==> src/rtl/wishbone_interconnect.sv <==
// Single-master, N-slave Wishbone classic shared-bus interconnect.
// Registers the address decode, routes acks and data back, and answers unmapped or timed-out requests with an error.
module wishbone_interconnect #(
  parameter int unsigned                  NUM_SLAVES     = 2,
  parameter int unsigned                  ADDR_W         = 32,
  parameter int unsigned                  DATA_W         = 64,
  parameter logic [NUM_SLAVES*ADDR_W-1:0] SLAVE_BASE     = {32'h0000_0100, 32'h0000_0000},
  parameter logic [NUM_SLAVES*ADDR_W-1:0] SLAVE_MASK     = {32'hFFFF_FF00, 32'hFFFF_FF00},
  parameter int unsigned                  TIMEOUT_CYCLES = 255
) (
  input  logic                         clk_i,
  input  logic                         rst_i,
  input  logic [ADDR_W-1:0]            m_adr_i,
  input  logic [DATA_W-1:0]            m_dat_i,
  input  logic                         m_we_i,
  input  logic                         m_cyc_i,
  input  logic                         m_stb_i,
  output logic [DATA_W-1:0]            m_dat_o,
  output logic                         m_ack_o,
  output logic                         m_err_o,
  output logic [ADDR_W-1:0]            s_adr_o,
  output logic [DATA_W-1:0]            s_dat_o,
  output logic                         s_we_o,
  output logic [NUM_SLAVES-1:0]        s_cyc_o,
  output logic [NUM_SLAVES-1:0]        s_stb_o,
  input  logic [NUM_SLAVES*DATA_W-1:0] s_dat_i,
  input  logic [NUM_SLAVES-1:0]        s_ack_i,
  output logic [7:0]                   err_count_o,
  output logic [ADDR_W-1:0]            last_err_adr_o
);

  localparam int unsigned IDX_W = (NUM_SLAVES > 1) ? $clog2(NUM_SLAVES) : 1;
  localparam int unsigned CNT_W = (TIMEOUT_CYCLES > 0) ? $clog2(TIMEOUT_CYCLES + 1) : 1;
  localparam logic [CNT_W-1:0] CNT_LAST = CNT_W'(TIMEOUT_CYCLES - 1);

  typedef enum logic [2:0] {S_IDLE, S_BUS, S_RESP, S_ERR, S_DONE} state_t;

  state_t                r_state, w_state_nxt;
  logic [ADDR_W-1:0]     r_adr, w_adr_nxt;
  logic [DATA_W-1:0]     r_dat, w_dat_nxt;
  logic                  r_we, w_we_nxt;
  logic [IDX_W-1:0]      r_sel, w_sel_nxt;
  logic [NUM_SLAVES-1:0] r_stb, w_stb_nxt;
  logic [CNT_W-1:0]      r_cnt, w_cnt_nxt;
  logic [DATA_W-1:0]     r_mdat, w_mdat_nxt;
  logic                  r_ack, w_ack_nxt;
  logic                  r_err, w_err_nxt;
  logic [7:0]            r_err_cnt, w_err_cnt_nxt;
  logic [ADDR_W-1:0]     r_last_err, w_last_err_nxt;

  logic                  w_hit;
  logic [IDX_W-1:0]      w_idx;
  logic                  w_sel_ack;
  logic [DATA_W-1:0]     w_sel_dat;
  logic                  w_timeout;
  logic [7:0]            w_err_cnt_inc;

  // Masked full-width address decode; descending scan so the lowest index wins.
  always_comb begin
    w_hit = 1'b0;
    w_idx = '0;
    for (int i = int'(NUM_SLAVES) - 1; i >= 0; i--) begin
      if ((m_adr_i & SLAVE_MASK[i*ADDR_W +: ADDR_W]) ==
          (SLAVE_BASE[i*ADDR_W +: ADDR_W] & SLAVE_MASK[i*ADDR_W +: ADDR_W])) begin
        w_hit = 1'b1;
        w_idx = IDX_W'(i);
      end
    end
  end

  assign w_sel_ack     = s_ack_i[r_sel];
  assign w_sel_dat     = s_dat_i[int'(r_sel)*DATA_W +: DATA_W];
  assign w_timeout     = (TIMEOUT_CYCLES != 0) && (r_cnt == CNT_LAST);
  assign w_err_cnt_inc = (r_err_cnt == 8'hFF) ? r_err_cnt : r_err_cnt + 8'd1;

  always_comb begin
    w_state_nxt    = r_state;
    w_adr_nxt      = r_adr;
    w_dat_nxt      = r_dat;
    w_we_nxt       = r_we;
    w_sel_nxt      = r_sel;
    w_stb_nxt      = r_stb;
    w_cnt_nxt      = r_cnt;
    w_mdat_nxt     = r_mdat;
    w_ack_nxt      = 1'b0;
    w_err_nxt      = 1'b0;
    w_err_cnt_nxt  = r_err_cnt;
    w_last_err_nxt = r_last_err;
    case (r_state)
      S_IDLE: begin
        if (m_cyc_i && m_stb_i) begin
          w_adr_nxt = m_adr_i;
          w_dat_nxt = m_dat_i;
          w_we_nxt  = m_we_i;
          if (w_hit) begin
            w_sel_nxt   = w_idx;
            w_stb_nxt   = NUM_SLAVES'(1) << w_idx;
            w_cnt_nxt   = '0;
            w_state_nxt = S_BUS;
          end else begin
            w_err_nxt      = 1'b1;
            w_err_cnt_nxt  = w_err_cnt_inc;
            w_last_err_nxt = m_adr_i;
            w_state_nxt    = S_ERR;
          end
        end
      end
      S_BUS: begin
        if (!m_cyc_i) begin
          w_stb_nxt   = '0;
          w_state_nxt = S_IDLE;
        end else if (w_sel_ack) begin
          w_mdat_nxt  = w_sel_dat;
          w_stb_nxt   = '0;
          w_ack_nxt   = 1'b1;
          w_state_nxt = S_RESP;
        end else if (w_timeout) begin
          w_stb_nxt      = '0;
          w_err_nxt      = 1'b1;
          w_err_cnt_nxt  = w_err_cnt_inc;
          w_last_err_nxt = r_adr;
          w_state_nxt    = S_ERR;
        end else if (r_cnt != '1) begin
          w_cnt_nxt = r_cnt + CNT_W'(1);
        end
      end
      S_RESP:  w_state_nxt = S_DONE;
      S_ERR:   w_state_nxt = S_DONE;
      // Hold off until the strobe drops so a held request is not replayed.
      S_DONE:  if (!m_stb_i) w_state_nxt = S_IDLE;
      default: w_state_nxt = S_IDLE;
    endcase
  end

  always_ff @(posedge clk_i or posedge rst_i) begin
    if (rst_i) begin
      r_state    <= S_IDLE;
      r_adr      <= '0;
      r_dat      <= '0;
      r_we       <= 1'b0;
      r_sel      <= '0;
      r_stb      <= '0;
      r_cnt      <= '0;
      r_mdat     <= '0;
      r_ack      <= 1'b0;
      r_err      <= 1'b0;
      r_err_cnt  <= '0;
      r_last_err <= '0;
    end else begin
      r_state    <= w_state_nxt;
      r_adr      <= w_adr_nxt;
      r_dat      <= w_dat_nxt;
      r_we       <= w_we_nxt;
      r_sel      <= w_sel_nxt;
      r_stb      <= w_stb_nxt;
      r_cnt      <= w_cnt_nxt;
      r_mdat     <= w_mdat_nxt;
      r_ack      <= w_ack_nxt;
      r_err      <= w_err_nxt;
      r_err_cnt  <= w_err_cnt_nxt;
      r_last_err <= w_last_err_nxt;
    end
  end

  assign m_dat_o        = r_mdat;
  assign m_ack_o        = r_ack;
  assign m_err_o        = r_err;
  assign s_adr_o        = r_adr;
  assign s_dat_o        = r_dat;
  assign s_we_o         = r_we;
  assign s_cyc_o        = r_stb;
  assign s_stb_o        = r_stb;
  assign err_count_o    = r_err_cnt;
  assign last_err_adr_o = r_last_err;

endmodule

==> config.mk <==
export PLATFORM = sky130hd
export DESIGN_NAME = wishbone_interconnect
export DESIGN_NICKNAME = d
export VERILOG_FILES = /design/src/rtl/wishbone_interconnect.sv
export SDC_FILE = /design/constraint.sdc
export NUM_CORES = 1
export LEC_CHECK = 0
export BUFFER_PORTS_ARGS = -buffer_cell sky130_fd_sc_hd__buf_2
export CORE_AREA = 8 8 165 167
export CTS_BUF_LIST = sky130_fd_sc_hd__clkbuf_4
export CTS_CLUSTER_DIAMETER = 100
export CTS_CLUSTER_SIZE = 16
export DETAILED_ROUTE_END_ITERATION = 12
export DIE_AREA = 0 0 173 175
export HOLD_SLACK_MARGIN = 0.1
export PLACE_DENSITY = 0.82
export SETUP_SLACK_MARGIN = 0.05
export SYNTH_ARGS = -nofsm -noshare
export SYNTH_HDL_FRONTEND = slang
export SYNTH_SLANG_ARGS = --single-unit
==> constraint.sdc <==
create_clock -name clk_i -period 7.1 [get_ports clk_i]
set_clock_uncertainty 0.15 [all_clocks]
set_input_delay 1.065 -clock clk_i [delete_from_list [all_inputs] [get_ports clk_i]]
set_output_delay 1.065 -clock clk_i [all_outputs]
set_load 0.05 [all_outputs]
Word level (Yosys, flattened, before mapping)
Index checks and enable logic that the tools add are counted.
{ "op_classes": {"mux": 47, "add_sub_neg": 2, "n_reduce_logical": 12, "n_eq_ne": 18, "n_lt_le_gt_ge": 1, "shifts": 2} }
{ "op_table": {"columns": ["cell", "n"], "rows": [
  ["two-way mux 32 bit", 5],
  ["variable part select 128 x 8 -> 64 bit", 1],
  ["two-way mux 8 bit", 12],
  ["case mux 32 bit (2 select lines)", 1],
  ["logical NOT 32 bit", 1],
  ["case mux 8 bit (2 select lines)", 2],
  ["equality test 24 x 1 -> 1 bit (second input constant)", 1],
  ["inequality test 2 bit (second input constant)", 9],
  ["adder 8 x 1 -> 8 bit (second input constant)", 2],
  ["equality test 8 bit (second input constant)", 2],
  ["two-way mux 3 bit", 5],
  ["two-way mux 1 bit", 13],
  ["two-way mux 2 bit", 6],
  ["case mux 3 bit (4 select lines)", 1],
  ["AND reduction 3 bit", 3],
  ["inequality test 8 bit (second input constant)", 1],
  ["AND reduction 7 bit", 1],
  ["equality test 3 x 2 -> 1 bit (second input constant)", 2],
  ["AND reduction 6 bit", 1],
  ["inequality test 4 bit (second input constant)", 1],
  ["case mux 2 bit (2 select lines)", 1],
  ["AND reduction 4 bit", 1],
  ["equality test 3 x 1 -> 1 bit (second input constant)", 1],
  ["equality test 3 bit (second input constant)", 1],
  ["other kinds (8)", 8]
]} }
{ "word_totals": {"register_bits": 217, "wordCells": 94} }

Longest topological paths before layout
Gate-level depths: netlist (run 1).
{ "depth": {"ltp_word": 7, "depth_mapped": 9, "depth_no_buf": 7} }

Worst setup path after synthesis (run 1)
OpenSTA, ideal clock, no wires.
{ "synth_timing": {"kind": "in2reg", "startpoint": "in m_adr_i[26]", "endpoint": "reg r_last_err[0], in the netlist last_err_adr_o[0]", "required_ns": 6.823, "setup_time_ns": 0.127, "arrival_time_ns": 2.431, "stages": 6, "slack_ns": 4.392, "cell_sequence": "nor4_1 nand4_1 nor2_2 a21oi_4 buf_6 mux2_1"} }
{ "synth_via": {"elab_chain_len": 5} }
{ "synth_lines": {"columns": ["item", "line", "text"], "rows": [
  ["start: declaration", "13", "input logic [ADDR_W-1:0] m_adr_i,"],
  ["equality test 24 x 1 -> 1 bit", "63", "if ((m_adr_i & SLAVE_MASK[i*ADDR_W +: ADDR_W]) =="],
  ["two-way mux 1 bit", "63", null],
  ["two-way mux 1 bit (*)", "63", null],
  ["inequality test 2 bit (no source line) (*)", null, null],
  ["AND reduction 6 bit (no source line) (*)", null, null],
  ["end signal: assignment", "161", "r_last_err <= w_last_err_nxt;"],
  ["end: declaration", "49", "logic [ADDR_W-1:0] r_last_err, w_last_err_nxt;"]
]} }
Every way passes the cells marked *; elsewhere a longest branch is shown, timed or not.
A chain may end at the register's enable or synchronous reset.

Worst setup path in the final report (run 1)
{ "layout_timing": {"startpoint": "in m_adr_i[9]", "endpoint": "reg r_last_err[13], in the netlist last_err_adr_o[13]"} }
The elaborated chain is that of the path after synthesis.

==> impl_metrics.json, run 1 <==
{
  "numClockSinks": 217,
  "layout.cells.non_filler": 1748,
  "outcome": "completed",
  "syn_area_per_cell_um2": 9.41,
  "fin_nets": 1647,
  "fin_ws_ns": 3.81,
  "cts_setup_buffers": 0,
  "first_global_vias": 8856,
  "top_layer": "met5",
  "synthDistinctLibCells": 46,
  "slew_headroom_pct": 24.6,
  "ys_ff_latch": 217,
  "finalWirelength_um": 32700,
  "grt_max_degree": 134,
  "io_buffers": 437,
  "cp-end-kind": "register",
  "cp_num_buf_inv": 2,
  "final_cell_mix": "nand2_1, buf_2, dfrtp_1",
  "cts-hold-fix-buffers": 0,
  "slew_violations": 0,
  "fin_area_um2": 12100,
  "cp.depth": 7,
  "wl_met3_um": 3260,
  "wl_per_cell_um": 18.7,
  "ios": 438,
  "utilization_pct": 48.9,
  "max_freq_ghz": 0.304,
  "crit_fanout": 20,
  "drive_gt1_share_pct": 34.1,
  "place_hpwl_um": 24800,
  "cts_tree": "yes",
  "wl_met1_um": 12400,
  "route.met2.wl_um": 15500,
  "cts_resized": 0,
  "ant_nets": 0,
  "crit_chain": "buf_2 -> nor4_1 -> nand4_1 -> nor2_2 -> a21oi_4 -> buf_4 -> mux2_1",
  "area_delta_synth_final_pct": 27.3,
  "cts.reportedPaths.clkPinSlew_ns": 0.17,
  "place_ws_ns": 2.99,
  "worst_pin_slew_ns": 1.13,
  "seq_area_um2": 5430,
  "power_leakage_uw": 0.00655,
  "path_delay_family": "simple AND/OR/NAND/NOR gates",
  "start_util_pct": 38.4,
  "fill_cells": 2329,
  "rows": 58,
  "die_area_um2": 30300,
  "p_switching_uw": 3670,
  "die-height_um": 175,
  "vias_per_cell": 4.90,
  "cp_slowest_cell": "nor4_1",
  "power_density_nw_per_um2": 527,
  "period_minus_slack_ns": 3.29,
  "p_int_uw": 2690,
  "hold_path.class": "in2async",
  "vdd_drop_max_mv": 0.409,
  "syn-num-nets": 1242,
  "multiInputGateArea_um2": 3800,
  "cts_buffers": 17,
  "arrival_ns": 3.70,
  "swShare_pct": 57.8,
  "drc": 0,
  "fin_crit_sh_pct": 46.3,
  "dpl-instance-area_um2": 11900,
  "dr.pass1.iters": 5,
  "grt_overflow_total": 0,
  "fp.coreArea_um2": 24700,
  "gp_congestion": 0.862,
  "dr.first_iter.drc_count": 566,
  "grt_first_pass_wirelength_um": 49700,
  "final_hold_viol_count": 0,
  "rsz0062_at_grt": "no",
  "synth_warnings": 0,
  "cp-start-kind": "input port",
  "seq_area_frac_synth_pct": 57.3,
  "antenna_found_initial": 10,
  "max_stage_delay_ns": 0.72,
  "setup_violations": 0,
  "clk_latency_ns": 0.67,
  "num_vias": 8564,
  "power.share.sequential_pct": 34.0,
  "root_buffer": "clkbuf_4",
  "path_class": "in2reg",
  "timing.setup.tns_ns": 0,
  "h-tree-depth": 1,
  "synthCells": 1008,
  "maxCapViolations": 0,
  "combPwrFrac_pct": 57.8,
  "reg2regPathDepth": 6,
  "worstPathRequired_ns": 7.51,
  "die_x_um": 173,
  "track_usage_pct": 20.4,
  "placed_cells": 1724,
  "clk_path_buf_depth": 3,
  "p_clk_share_pct": 8.2,
  "syn_area_um2": 9480,
  "layout_commonest_cell": "nand2_1"
}
-- sequential cells by signal, summed over array words and instances, names as in the netlist --
register	cells
s_adr_o	32
m_ack_o	1
s_dat_o	64
m_err_o	1
s_cyc_o	2
err_count_o	8
r_sel	1
last_err_adr_o	32
m_dat_o	64
r_state	3
r_cnt	8
s_we_o	1
-- cell type report --
type	count	area share (%)
clock inverters	2	0.104
repair buffers	444	18.7
flip-flops and latches	217	45.0
diodes	4	0.0829
well taps	330	3.42
clock buffers	18	1.12
multi-input cells	729	31.5
inverters	4	0.155
-- power groups by stage --
stage	logic [uW]	registers (uW)	clock network (uW)
6_report	3670	2160	524
3_3_place_gp	3660	2160	0
5_1_grt	3890	2240	585
2_1_floorplan	697	4170	0
3_5_place_dp	3720	2190	0
4_1_cts	3720	2160	549
-- synth_stat cells (all sizes together) --
cell       n  area [um^2]
o2111ai    1         8.76
and2       1         6.26
mux2i     65          663
nand3      8         40.0
nand4      2         12.5
a21boi     1         7.51
or2        4         25.0
xor2       3         26.3
o31ai      2         15.0
nor2      13         51.3
dfrtp    217         5430
a22o       1         8.76
nand4b     1         8.76
buf       21          118
or3b       1         8.76
inv        4         15.0
o21ai     70          350
a221oi     1         8.76
ha         3         37.5
o31a       1         8.76
nor3       7         35.0
and3       3         18.8
nand2    467         1750
and4       1         8.76
a41oi      3         26.3
a221o      1         10.0
nand2b     1         6.26
clkbuf    37          139
xnor2      4         35.0
nor4       5         31.3
mux2      35          394
a21oi      7         46.3
nor3b      2         20.0
a32o       1         10.0
o21a       3         22.5
a31oi      7         43.8
o211a      1         10.0
a21o       3         22.5
-- worst paths after layout --
kind	startpoint	to	slack (ns)
setup / recovery	m_adr_i[9]	last_err_adr_o[13]	3.81
hold / removal	rst_i	m_dat_o[48]	0.17
setup reg to reg	r_sel	last_err_adr_o[13]	3.99
hold reg to reg	s_dat_o[48]	s_dat_o[48]	0.34
max in group asynchronous	rst_i	r_sel	5.39
min in group clk_i	s_dat_o[48]	s_dat_o[48]	0.34
-- metrics by stage --
| stage | total power (uW) | hold WS [ns] |
|---|---|---|
| finish | 6360 | 0.169 |
| global placement | 5820 | 0.303 |
| global route | 6720 | 0.139 |
| detailed placement | 5900 | 0.306 |
| floorplan | 4860 | 0.329 |
| CTS | 6430 | 0.113 |
-- logic make-up (layout without fill, tap and decap cells) --
group,count (synthesis),after routing,share of synthesized area (%)
adder cells (fa/ha/maj),3,3,0.396
AO/OA/AOI/OAI,103,103,6.32
buffers and inverters,62,468,2.86
AND/OR/NAND/NOR,516,516,21.4
flip-flops,217,217,57.3
XOR/XNOR,7,7,0.647
multiplexers,100,100,11.1
other,0,4,0
-- worst register-to-register path, stage by stage, from the launching register on --
cell     delay, ns
dfrtp_4       0.67
mux2i_4       0.42
nand2_1       0.13
a221o_1       0.42
a21oi_4       0.44
buf_4         0.39
mux2_1        0.38
-- layer usage --
| layer | track usage, % | vias up |
|---|---|---|
| met3 | 8.03 | 78 |
| met2 | 34.0 | 387 |
| li1 | - | 4078 |
| met5 | 0 | - |
| met4 | 9.27 | 14 |
| met1 | 22.8 | 4007 |
No activity file was read; power rests on OpenSTA's default activity.
==> run 2, diff against run 1 <==
--- a/config.mk
+++ b/config.mk
@@ -6,14 +6,14 @@
 export NUM_CORES = 1
 export LEC_CHECK = 0
 export BUFFER_PORTS_ARGS = -buffer_cell sky130_fd_sc_hd__buf_2
-export CORE_AREA = 8 8 165 167
+export CORE_AREA = 8 8 166 168
 export CTS_BUF_LIST = sky130_fd_sc_hd__clkbuf_4
 export CTS_CLUSTER_DIAMETER = 100
 export CTS_CLUSTER_SIZE = 16
 export DETAILED_ROUTE_END_ITERATION = 12
-export DIE_AREA = 0 0 173 175
+export DIE_AREA = 0 0 174 176
 export HOLD_SLACK_MARGIN = 0.1
-export PLACE_DENSITY = 0.82
+export PLACE_DENSITY = 0.79
 export SETUP_SLACK_MARGIN = 0.05
 export SYNTH_ARGS = -nofsm -noshare
 export SYNTH_HDL_FRONTEND = slang
==> constraint.sdc (replaced) <==
create_clock -name clk_i -period 3.4 [get_ports clk_i]
set_clock_uncertainty 0.15 [all_clocks]
set_input_delay 0.51 -clock clk_i [delete_from_list [all_inputs] [get_ports clk_i]]
set_output_delay 0.51 -clock clk_i [all_outputs]
set_load 0.05 [all_outputs]
==> run 2 against run 1 <==
- flip-flop and latch count stayed put
- final area increased by 20%
- setup slack worse by 3.6 ns
- global-route usage grew 5.0 points
- combinational power increased by 120%
- via count increased by 19%
- clock-buffer cell count did not move
- hold slack gained 0.036 ns
- total power grew 120%
- die area grew 1.2%
- final cell count grew 14%
- critical path type unchanged
- largest power group unchanged
- highest routed layer is now met4
==> impl_metrics.json, run 2 (synthesis results as in run 1) <==
{
  "grt_max_degree": 92,
  "ant_nets": 0,
  "die-height_um": 176,
  "drc": 0,
  "h-tree-depth": 1,
  "hold_path.class": "in2reg",
  "final_hold_viol_count": 0,
  "start_util_pct": 38.2,
  "first_global_vias": 10908,
  "cts_tree": "yes",
  "fin_nets": 1885,
  "power_leakage_uw": 0.00756,
  "setup_violations": 0,
  "arrival_ns": 3.63,
  "worstPathRequired_ns": 3.81,
  "final_cell_mix": "nand2_1, buf_2, dlygate4sd3_1",
  "max_freq_ghz": 0.310,
  "dr.pass1.iters": 5,
  "io_buffers": 437,
  "cts.reportedPaths.clkPinSlew_ns": 0.18,
  "rows": 58,
  "fin_crit_sh_pct": 94.7,
  "outcome": "completed",
  "area_delta_synth_final_pct": 52.5,
  "maxCapViolations": 0,
  "cts_buffers": 17,
  "fin_hold_ws_ns": 0.205,
  "path_class": "in2reg",
  "finalWirelength_um": 40500,
  "grt_first_pass_wirelength_um": 62100,
  "fin_area_um2": 14500,
  "drive_gt1_share_pct": 29.7,
  "die_x_um": 174,
  "cts_resized": 0,
  "reg2regPathDepth": 8,
  "wl_per_cell_um": 20.3,
  "placed_cells": 1734,
  "root_buffer": "clkbuf_4",
  "crit_fanout": 21,
  "clk_latency_ns": 0.64,
  "whs_path_depth": 4,
  "cp-end-kind": "register",
  "layout.cells.non_filler": 1989,
  "cts_setup_buffers": 0,
  "ios": 438,
  "track_usage_pct": 25.4,
  "dpl-instance-area_um2": 12000,
  "place_hpwl_um": 26000,
  "slew_violations": 0,
  "dr.first_iter.drc_count": 1092,
  "die_area_um2": 30600,
  "grt_overflow_total": 0,
  "fp.coreArea_um2": 24800,
  "antenna_found_initial": 7,
  "gp_congestion": 0.840,
  "vdd_drop_max_mv": 0.809,
  "power_density_nw_per_um2": 956,
  "rsz0062_at_grt": "no",
  "worst_pin_slew_ns": 0.804,
  "numClockSinks": 217,
  "cts-hold-fix-buffers": 228,
  "clk_path_buf_depth": 3,
  "num_vias": 10158,
  "slew_headroom_pct": 46.3,
  "layout_commonest_cell": "nand2_1",
  "cp-start-kind": "input port",
  "period_minus_slack_ns": 3.22,
  "timing.setup.tns_ns": 0,
  "vias_per_cell": 5.11
}
## run 2: changes by cell type in the layout (fill, tap and decap cells not counted)
cell	delta
buf_12	+2
buf_4	+8
diode_2	+4
dlygate4sd3_1	+228
inv_2	-1
## run 2: critical path, stage by stage
cell           delay, ns
dlygate4sd3_1       0.56
buf_2               0.16
nor4_1              0.54
nand4_1             0.43
nor2_2              0.45
a21oi_4             0.29
buf_4               0.31
mux2_1              0.34
## run 2: final cells by class
cell class	count	area, um^2
Fill cell	1941	10400
Sequential cell	217	5430
Timing Repair Buffer	682	4630
Multi-Input combinational cell	729	3800
Tap cell	330	413
Clock buffer	18	135
Antenna cell	8	20.0
Inverter	4	18.8
Clock inverter	1	8.76
## run 2: final timing paths
check	start	end	slack, ns
setup reg to reg	r_cnt[0]	last_err_adr_o[15]	0.34
setup / recovery	m_adr_i[30]	last_err_adr_o[15]	0.18
max in group asynchronous	rst_i	s_dat_o[48]	1.82
hold reg to reg	s_dat_o[40]	s_dat_o[40]	0.34
hold / removal	m_stb_i	r_sel	0.21
min in group asynchronous	rst_i	r_state[2]	0.40
## run 2: metal layers
metal / GRT usage (%) / part of all wire (%) / vias up
met5: 0 / 0 / -
met4: 12.7 / 5.3 / 0
met3: 8.78 / 11 / 131
met2: 44.1 / 49 / 642
met1: 27.3 / 36 / 4823
li1: - / - / 4562
## run 2: where the power goes
| part | switching [uW] | internal [uW] |
|---|---|---|
| registers | 826 | 3780 |
| clock network | 823 | 253 |
| logic | 6360 | 1780 |
## run 2: through the flow
step / utilization, % / setup WS (ns) / power [uW]
2_1_floorplan: - / -0.0861 / 10200
3_3_place_gp: 48.4 / -0.0638 / 12200
3_5_place_dp: 48.4 / -0.181 / 12400
4_1_cts: 58.2 / 0.0731 / 13700
5_1_grt: 58.3 / 0.0641 / 14500
6_report: 58.3 / 0.179 / 13800
